[config.mk]
export PLATFORM = sky130hd
export DESIGN_NAME = scan_ctrl
export DESIGN_NICKNAME = d
export VERILOG_FILES = /design/src/rtl/scan_ctrl_pkg.sv /design/src/rtl/scan_ctrl_servo_pwm.sv /design/src/rtl/scan_ctrl.sv
export SDC_FILE = /design/constraint.sdc
export NUM_CORES = 1
export LEC_CHECK = 0
export ABC_AREA = 1
export CAP_MARGIN = 20
export CORE_UTILIZATION = 40
export CTS_CLUSTER_DIAMETER = 120
export CTS_CLUSTER_SIZE = 40
export DETAILED_ROUTE_END_ITERATION = 8
export GPL_TIMING_DRIVEN = 1
export PLACE_DENSITY_LB_ADDON = 0.1
export SYNTH_ARGS = -nofsm -noshare
export SYNTH_HDL_FRONTEND = slang
export SYNTH_SLANG_ARGS = --single-unit
export TNS_END_PERCENT = 20
[constraint.sdc]
create_clock -name clk -period 10.95 [get_ports clk]
set_clock_uncertainty 0.2 [all_clocks]
set_input_delay 1.095 -clock clk [delete_from_list [all_inputs] [get_ports clk]]
set_output_delay 1.095 -clock clk [all_outputs]
set_load 0.1 [all_outputs]
[src/rtl/scan_ctrl_pkg.sv]
// Shared constants, FSM encoding and helpers for the scan controller.
package scan_ctrl_pkg;

   localparam logic [7:0] CMD_MOVE_RANGE = 8'hF0;
   localparam logic [7:0] CMD_MOVE       = 8'hF1;

   localparam logic [7:0] ST_OK      = 8'hA0;
   localparam logic [7:0] ST_TIMEOUT = 8'hAE;

   typedef enum logic [2:0] {
      IDLE,
      RX_POS,
      SETTLE,
      TRIG,
      WAIT_ECHO,
      MEASURE,
      REPLY
   } state_e;

   // Saturate a received position byte at the mechanical limit.
   function automatic logic [7:0] clamp_pos(input logic [7:0] b, input logic [7:0] max);
      return (b > max) ? max : b;
   endfunction

endpackage

[src/rtl/scan_ctrl_servo_pwm.sv]
// One servo channel: shadow/active position pair and pulse comparator.
// The active position only changes at the frame wrap, so a pulse in
// flight is never cut short or stretched.
module servo_pwm #(
   parameter int PULSE_BASE_CYC = 25_000,
   parameter int PULSE_STEP_CYC = 555,
   parameter int POS_RESET      = 90
) (
   input  logic        clk,
   input  logic        rst_i,
   input  logic [31:0] cnt_i,
   input  logic        wrap_i,
   input  logic        ld_i,
   input  logic [7:0]  pos_i,
   output logic        servo_o
);

   logic [7:0]  shadow_q;
   logic [7:0]  active_q;
   logic [31:0] width;

   // Shadow takes commits at any time; active follows it at the wrap.
   // A commit landing on the wrap cycle goes straight to active.
   always_ff @(posedge clk) begin
      if (rst_i) begin
         shadow_q <= 8'(POS_RESET);
         active_q <= 8'(POS_RESET);
      end else begin
         if (ld_i)   shadow_q <= pos_i;
         if (wrap_i) active_q <= ld_i ? pos_i : shadow_q;
      end
   end

   assign width   = 32'(PULSE_BASE_CYC) + 32'(active_q) * 32'(PULSE_STEP_CYC);
   assign servo_o = (cnt_i < width);

endmodule

[src/rtl/scan_ctrl.sv]
// Command-frame decoder driving NUM_SERVO PWM channels, one-shot
// ultrasonic ranging and a 4-byte UART result frame.
module scan_ctrl
   import scan_ctrl_pkg::*;
#(
   parameter int NUM_SERVO        = 2,
   parameter int SERVO_PERIOD_CYC = 1_000_000,
   parameter int PULSE_BASE_CYC   = 25_000,
   parameter int PULSE_STEP_CYC   = 555,
   parameter int POS_MAX          = 180,
   parameter int POS_RESET        = 90,
   parameter int SETTLE_CYC       = 500_000,
   parameter int TRIG_CYC         = 500,
   parameter int ECHO_TIMEOUT_CYC = 2_000_000,
   parameter int BYTE_TIMEOUT_CYC = 50_000,
   parameter int CNT_W            = 24
) (
   input  logic                 clk,
   input  logic                 rst_i,
   input  logic [7:0]           rx_data,
   input  logic                 rx_new,
   output logic [7:0]           tx_data,
   output logic                 tx_new,
   input  logic                 tx_busy,
   output logic [NUM_SERVO-1:0] servo,
   input  logic                 cap_sig,
   output logic                 trig,
   output logic                 busy
);

   localparam int               IDXW      = (NUM_SERVO > 1) ? $clog2(NUM_SERVO) : 1;
   localparam logic [IDXW-1:0]  IDX_LAST  = IDXW'(NUM_SERVO - 1);
   localparam logic [7:0]       POS_MAX_B = 8'(POS_MAX);

   // ---------------- shared PWM frame counter ----------------
   logic [31:0] fcnt_q, fcnt_d;
   logic        wrap;

   assign wrap   = (fcnt_q == 32'(SERVO_PERIOD_CYC - 1));
   assign fcnt_d = wrap ? '0 : fcnt_q + 32'd1;

   // Free-running frame counter, restarted by reset.
   always_ff @(posedge clk) begin
      if (rst_i) fcnt_q <= '0;
      else       fcnt_q <= fcnt_d;
   end

   // ---------------- echo synchroniser ----------------
   logic [1:0] sync_q;
   logic       echo;

   // Two-flop synchroniser for the asynchronous echo pin.
   always_ff @(posedge clk) begin
      if (rst_i) sync_q <= '0;
      else       sync_q <= {sync_q[0], cap_sig};
   end

   assign echo = sync_q[1];

   // ---------------- FSM state ----------------
   state_e                         state_q, state_d;
   logic                           mode_q, mode_d;      // 1 = range after move
   logic [IDXW-1:0]                idx_q, idx_d;
   logic [NUM_SERVO-1:0][7:0]      stage_q, stage_d;
   logic [31:0]                    tmr_q, tmr_d;        // settle/trig/gap/echo timer
   logic [CNT_W-1:0]               meas_q, meas_d;
   logic [7:0]                     status_q, status_d;
   logic [23:0]                    res_q, res_d;
   logic [1:0]                     bidx_q, bidx_d;
   logic                           tx_new_q, tx_new_d;
   logic [7:0]                     tx_data_q, tx_data_d;
   logic                           trig_q, trig_d;
   logic                           commit;
   logic [7:0]                     reply_byte;

   // Select the reply byte for the current index, MSB of result first.
   always_comb begin
      reply_byte = res_q[7:0];
      case (bidx_q)
         2'd0:    reply_byte = status_q;
         2'd1:    reply_byte = res_q[23:16];
         2'd2:    reply_byte = res_q[15:8];
         default: reply_byte = res_q[7:0];
      endcase
   end

   // Next-state and datapath decisions for the frame/ranging sequence.
   always_comb begin
      state_d   = state_q;
      mode_d    = mode_q;
      idx_d     = idx_q;
      stage_d   = stage_q;
      tmr_d     = tmr_q + 32'd1;
      meas_d    = meas_q;
      status_d  = status_q;
      res_d     = res_q;
      bidx_d    = bidx_q;
      tx_new_d  = 1'b0;
      tx_data_d = tx_data_q;
      commit    = 1'b0;

      case (state_q)
         IDLE: begin
            tmr_d = '0;
            if (rx_new && (rx_data == CMD_MOVE_RANGE || rx_data == CMD_MOVE)) begin
               mode_d  = (rx_data == CMD_MOVE_RANGE);
               idx_d   = '0;
               state_d = RX_POS;
            end
         end
         RX_POS: begin
            if (rx_new) begin
               stage_d[idx_q] = clamp_pos(rx_data, POS_MAX_B);
               tmr_d          = '0;
               if (idx_q == IDX_LAST) begin
                  commit  = 1'b1;
                  state_d = mode_q ? SETTLE : IDLE;
               end else begin
                  idx_d = idx_q + 1'b1;
               end
            end else if (tmr_q >= 32'(BYTE_TIMEOUT_CYC)) begin
               state_d = IDLE;            // stalled frame: discard, no commit
            end
         end
         SETTLE: begin
            if (tmr_q == 32'(SETTLE_CYC - 1)) begin
               tmr_d   = '0;
               state_d = TRIG;
            end
         end
         TRIG: begin
            if (tmr_q == 32'(TRIG_CYC - 1)) begin
               tmr_d   = '0;              // timeout window starts here
               state_d = WAIT_ECHO;
            end
         end
         WAIT_ECHO: begin
            meas_d = '0;
            if (tmr_q >= 32'(ECHO_TIMEOUT_CYC - 1)) begin
               status_d = ST_TIMEOUT;
               res_d    = 24'({CNT_W{1'b1}});
               bidx_d   = '0;
               state_d  = REPLY;
            end else if (echo) begin
               meas_d  = CNT_W'(1);       // this high cycle already counts
               state_d = MEASURE;
            end
         end
         MEASURE: begin
            if (!echo) begin
               status_d = ST_OK;
               res_d    = 24'(meas_q);
               bidx_d   = '0;
               state_d  = REPLY;
            end else if (tmr_q >= 32'(ECHO_TIMEOUT_CYC - 1)) begin
               status_d = ST_TIMEOUT;
               res_d    = 24'({CNT_W{1'b1}});
               bidx_d   = '0;
               state_d  = REPLY;
            end else begin
               meas_d = meas_q + CNT_W'(1);
            end
         end
         REPLY: begin
            // The gap after each strobe gives the UART a cycle to raise busy.
            if (!tx_new_q && !tx_busy) begin
               tx_new_d  = 1'b1;
               tx_data_d = reply_byte;
               bidx_d    = bidx_q + 2'd1;
               if (bidx_q == 2'd3) state_d = IDLE;
            end
         end
         default: state_d = IDLE;
      endcase

      trig_d = (state_d == TRIG);
   end

   // FSM and datapath registers.
   always_ff @(posedge clk) begin
      if (rst_i) begin
         state_q   <= IDLE;
         mode_q    <= 1'b0;
         idx_q     <= '0;
         stage_q   <= '0;
         tmr_q     <= '0;
         meas_q    <= '0;
         status_q  <= '0;
         res_q     <= '0;
         bidx_q    <= '0;
         tx_new_q  <= 1'b0;
         tx_data_q <= '0;
         trig_q    <= 1'b0;
      end else begin
         state_q   <= state_d;
         mode_q    <= mode_d;
         idx_q     <= idx_d;
         stage_q   <= stage_d;
         tmr_q     <= tmr_d;
         meas_q    <= meas_d;
         status_q  <= status_d;
         res_q     <= res_d;
         bidx_q    <= bidx_d;
         tx_new_q  <= tx_new_d;
         tx_data_q <= tx_data_d;
         trig_q    <= trig_d;
      end
   end

   // ---------------- servo channels ----------------
   for (genvar i = 0; i < NUM_SERVO; i++) begin : g_ch
      servo_pwm #(
         .PULSE_BASE_CYC (PULSE_BASE_CYC),
         .PULSE_STEP_CYC (PULSE_STEP_CYC),
         .POS_RESET      (POS_RESET)
      ) u_pwm (
         .clk     (clk),
         .rst_i   (rst_i),
         .cnt_i   (fcnt_q),
         .wrap_i  (wrap),
         .ld_i    (commit),
         .pos_i   (stage_d[i]),
         .servo_o (servo[i])
      );
   end

   assign tx_new  = tx_new_q;
   assign tx_data = tx_data_q;
   assign trig    = trig_q;
   assign busy    = (state_q != IDLE);

endmodule

==> reports/metrics.cfg <==
[status]
status = finished, final reports clean

[synth]
synth_edf_count = 0
syn_avg_cell_area_um2 = 7.00
yosys_warnings = 0
synthArstFlopShare = 0
syn_nets = 1985
synthesis.area_um2 = 12700
ys_ff_latch = 179
synth_top_area_frac = 0.282
ys_seq_area_frac = 0.282
yosysMostFrequentCell = nand2_1
synth_commonest_cells = 367 x nand2_1, 255 x inv_1, 220 x nor2_1
synth_cells = 1814
synth_area_leader_cell = dfxtp_1
synth_cell_types = 48
synth.area.top_cells = dfxtp_1 28%, ha_1 13%, nand2_1 11%, inv_1 7.5%, nor2_1 6.5%
ys.flop_type = dfxtp_1

[pwr]
power_mw = 1.29
irDropWorstVdd_mv = 0.110
leakagePower_nw = 5.74
powerDensity_nw_per_um2 = 93.8

[drt]
drt-pass1-iter-count = 5
vias = 11300
drc = 0
routed_wl_um = 32200
drtIter0Drc = 726
routedWlPerCell_um = 14.4
vias_per_cell = 5.08
ant_nets = 0

[timing]
finalWorstSetupSlack_ns = 3.36
worstMarginPinSlew_ns = 1.05
fin_crit_sh = 0.693
final.min_clock_period_ns = 7.59
fin_setup_tns_ns = 0
fmax_mhz = 132
slew_headroom = 0.297
rsz0062_at_grt = false
drv_slew = 0
holdWs_ns = 0.205
finalSetupViolations = 0
hold_viol = 0

[clocking]
postCtsSetupRepairBufs = 0
clk_pin_slew_ns = 0.07
holdBufCountCts = 0
clkLatencyLatePin_ns = 0.45
tritoncts = done
htreeDepth = 4
clock_sinks = 179
cts_resized = 0
cts-root-buf = clkbuf_16
cts_buffers = 17
clock_path_buffers = 2

[global_routing]
grt_first_pass_wirelength_um = 54400
grt_util_met1 = 0.260
antenna_found_initial = 1
grt_usage = 0.205
grt_util_met3 = 0.0287
gr-usage-met2 = 0.361
grt_overflow = 0
grt_pass1_vias = 10900
busiest_layer = met2
grt_max_degree = 64

[placement]
port-buffer-count = 25
dp_slack_ns = 3.83
place_hpwl_um = 24900
placed_cell_area_um2 = 13200
placed_cells = 2195
gp_congestion = 0.871

[worst_hold_path]
hold_path_startpoint = sync_q[0]
hp-class = reg2reg
min_to = sync_q[1]
min_delay_path_depth = 2

[layout]
register_area_um2 = 3580
drive_gt1_frac = 0.0497
fillers = 3246
final_cells = 2227
num-nets-final = 1989
utilization = 0.446
area_delta_synth_final_pct = 8.56
multi_input_area_um2 = 7890
antenna_cells = 0
final_cell_area_um2 = 13800

[die]
core_area_um2 = 30900
num_rows = 64
die_h_um = 180
initial_core_util = 0.411
die_area_um2 = 32500
io-pin-count = 26
die_w_um = 180

[worst_setup_path]
path_max_fanout = 4
path_class = reg2out
cp_slowest_stage_delay_ns = 1.20
crit-reg2reg-launch = state_q[2]
timing.rr.end = res_q[22]
arrival_ns = 6.30
end_kind = output pin
crit_chain = inv_1 > ha_1 > fa_1 > fa_1 > inv_1 > fa_1 > inv_1 > ha_1 > nand2_1 > inv_1 > a21oi_1 > o21ai_0 > nand3_1 > nand2_1 > xnor2_1 > ha_1 > a21oi_1 > o21ai_0 > a21oi_1 > nand2_1 > a21oi_1 > clkdlybuf4s50_1
critPathSlowestCell = clkdlybuf4s50_1
required_ns = 9.66
regToRegSetupSlack_ns = 7.90
worstSetupStartpointType = register
reg2regPathDepth = 6

[job]
drv_cap = 0

[layout by cell type (no fill, tap or decap), types with 10 or more instances in the layout]
cell type and instances:
o21ai_0 98, nor2_1 220, fa_1 28, xnor2_1 20
nand2_2 10, ha_1 130, clkdlybuf4s50_1 24, xor2_1 33
dfxtp_1 179, nand4_1 30, clkbuf_16 17, inv_1 255
a21oi_1 112, nand2_1 367, nor3_1 56, nand3_1 121
[final cells by class]
class	instances	share of cell area
clock buffers	20	0.0331
multi-input cells	1331	0.572
well taps	396	0.0359
clock inverters	12	0.00862
inverters	261	0.0710
flip-flops and latches	179	0.260
repair buffers	28	0.0194
[kinds of logic after synthesis]
kind of cell             Yosys count  share of synthesized area
adder cells (fa/ha/maj)          158                      0.172
AO/OA/AOI/OAI                    257                      0.110
flip-flops                       179                      0.282
XOR/XNOR                          53                     0.0365
buffers and inverters            304                     0.0969
AND/OR/NAND/NOR                  863                      0.302
[where the power goes]
| part | switching, mW | leakage [nW] | internal [mW] |
|---|---|---|---|
| Clock | 0.280 | 0.285 | 0.331 |
| Sequential | 0.00140 | 1.44 | 0.652 |
| Combinational | 0.0215 | 4.02 | 0.00894 |
[worst max-delay path, delay by kind of cell, from the launching register on]
kind	cells	cell delay [ns]
adder cells (fa/ha/maj)	6	2.48
buffers and inverters	5	1.45
AO/OA/AOI/OAI	6	1.03
flip-flops	1	0.40
AND/OR/NAND/NOR	4	0.34
XOR/XNOR	1	0.14
[state kept, by name, summed over array words and instances (netlist names), 8 cells and up]
signal / flops
g_ch.u_pwm.shadow_q: 16
status_q: 8
stage_q: 8
g_ch.u_pwm.active_q: 16
fcnt_q: 32
res_q: 24
tmr_q: 32
meas_q: 24
tx_data: 8
[layer usage]
layer  vias up  wire [um]
met1      5190      15500
met5         -          0
met2       182      15300
met4         0        454
met3        33        946
li1       5898          -
[how the worst max path moves through the flow]
stage	from	endpoint	cells past startpoint	slack [ns]
2_1_floorplan	g_ch[1].u_pwm.active_q[7]	servo[1]	24	5.18
3_3_place_gp	g_ch[0].u_pwm.active_q[7]	servo[0]	22	3.90
3_5_place_dp	g_ch[0].u_pwm.active_q[7]	servo[0]	22	3.83
4_1_cts	g_ch[0].u_pwm.active_q[7]	servo[0]	22	3.33
5_1_grt	g_ch[0].u_pwm.active_q[7]	servo[0]	22	3.02
6_report	g_ch[0].u_pwm.active_q[7]	servo[0]	22	3.36
(Power assumes the default switching activity.)
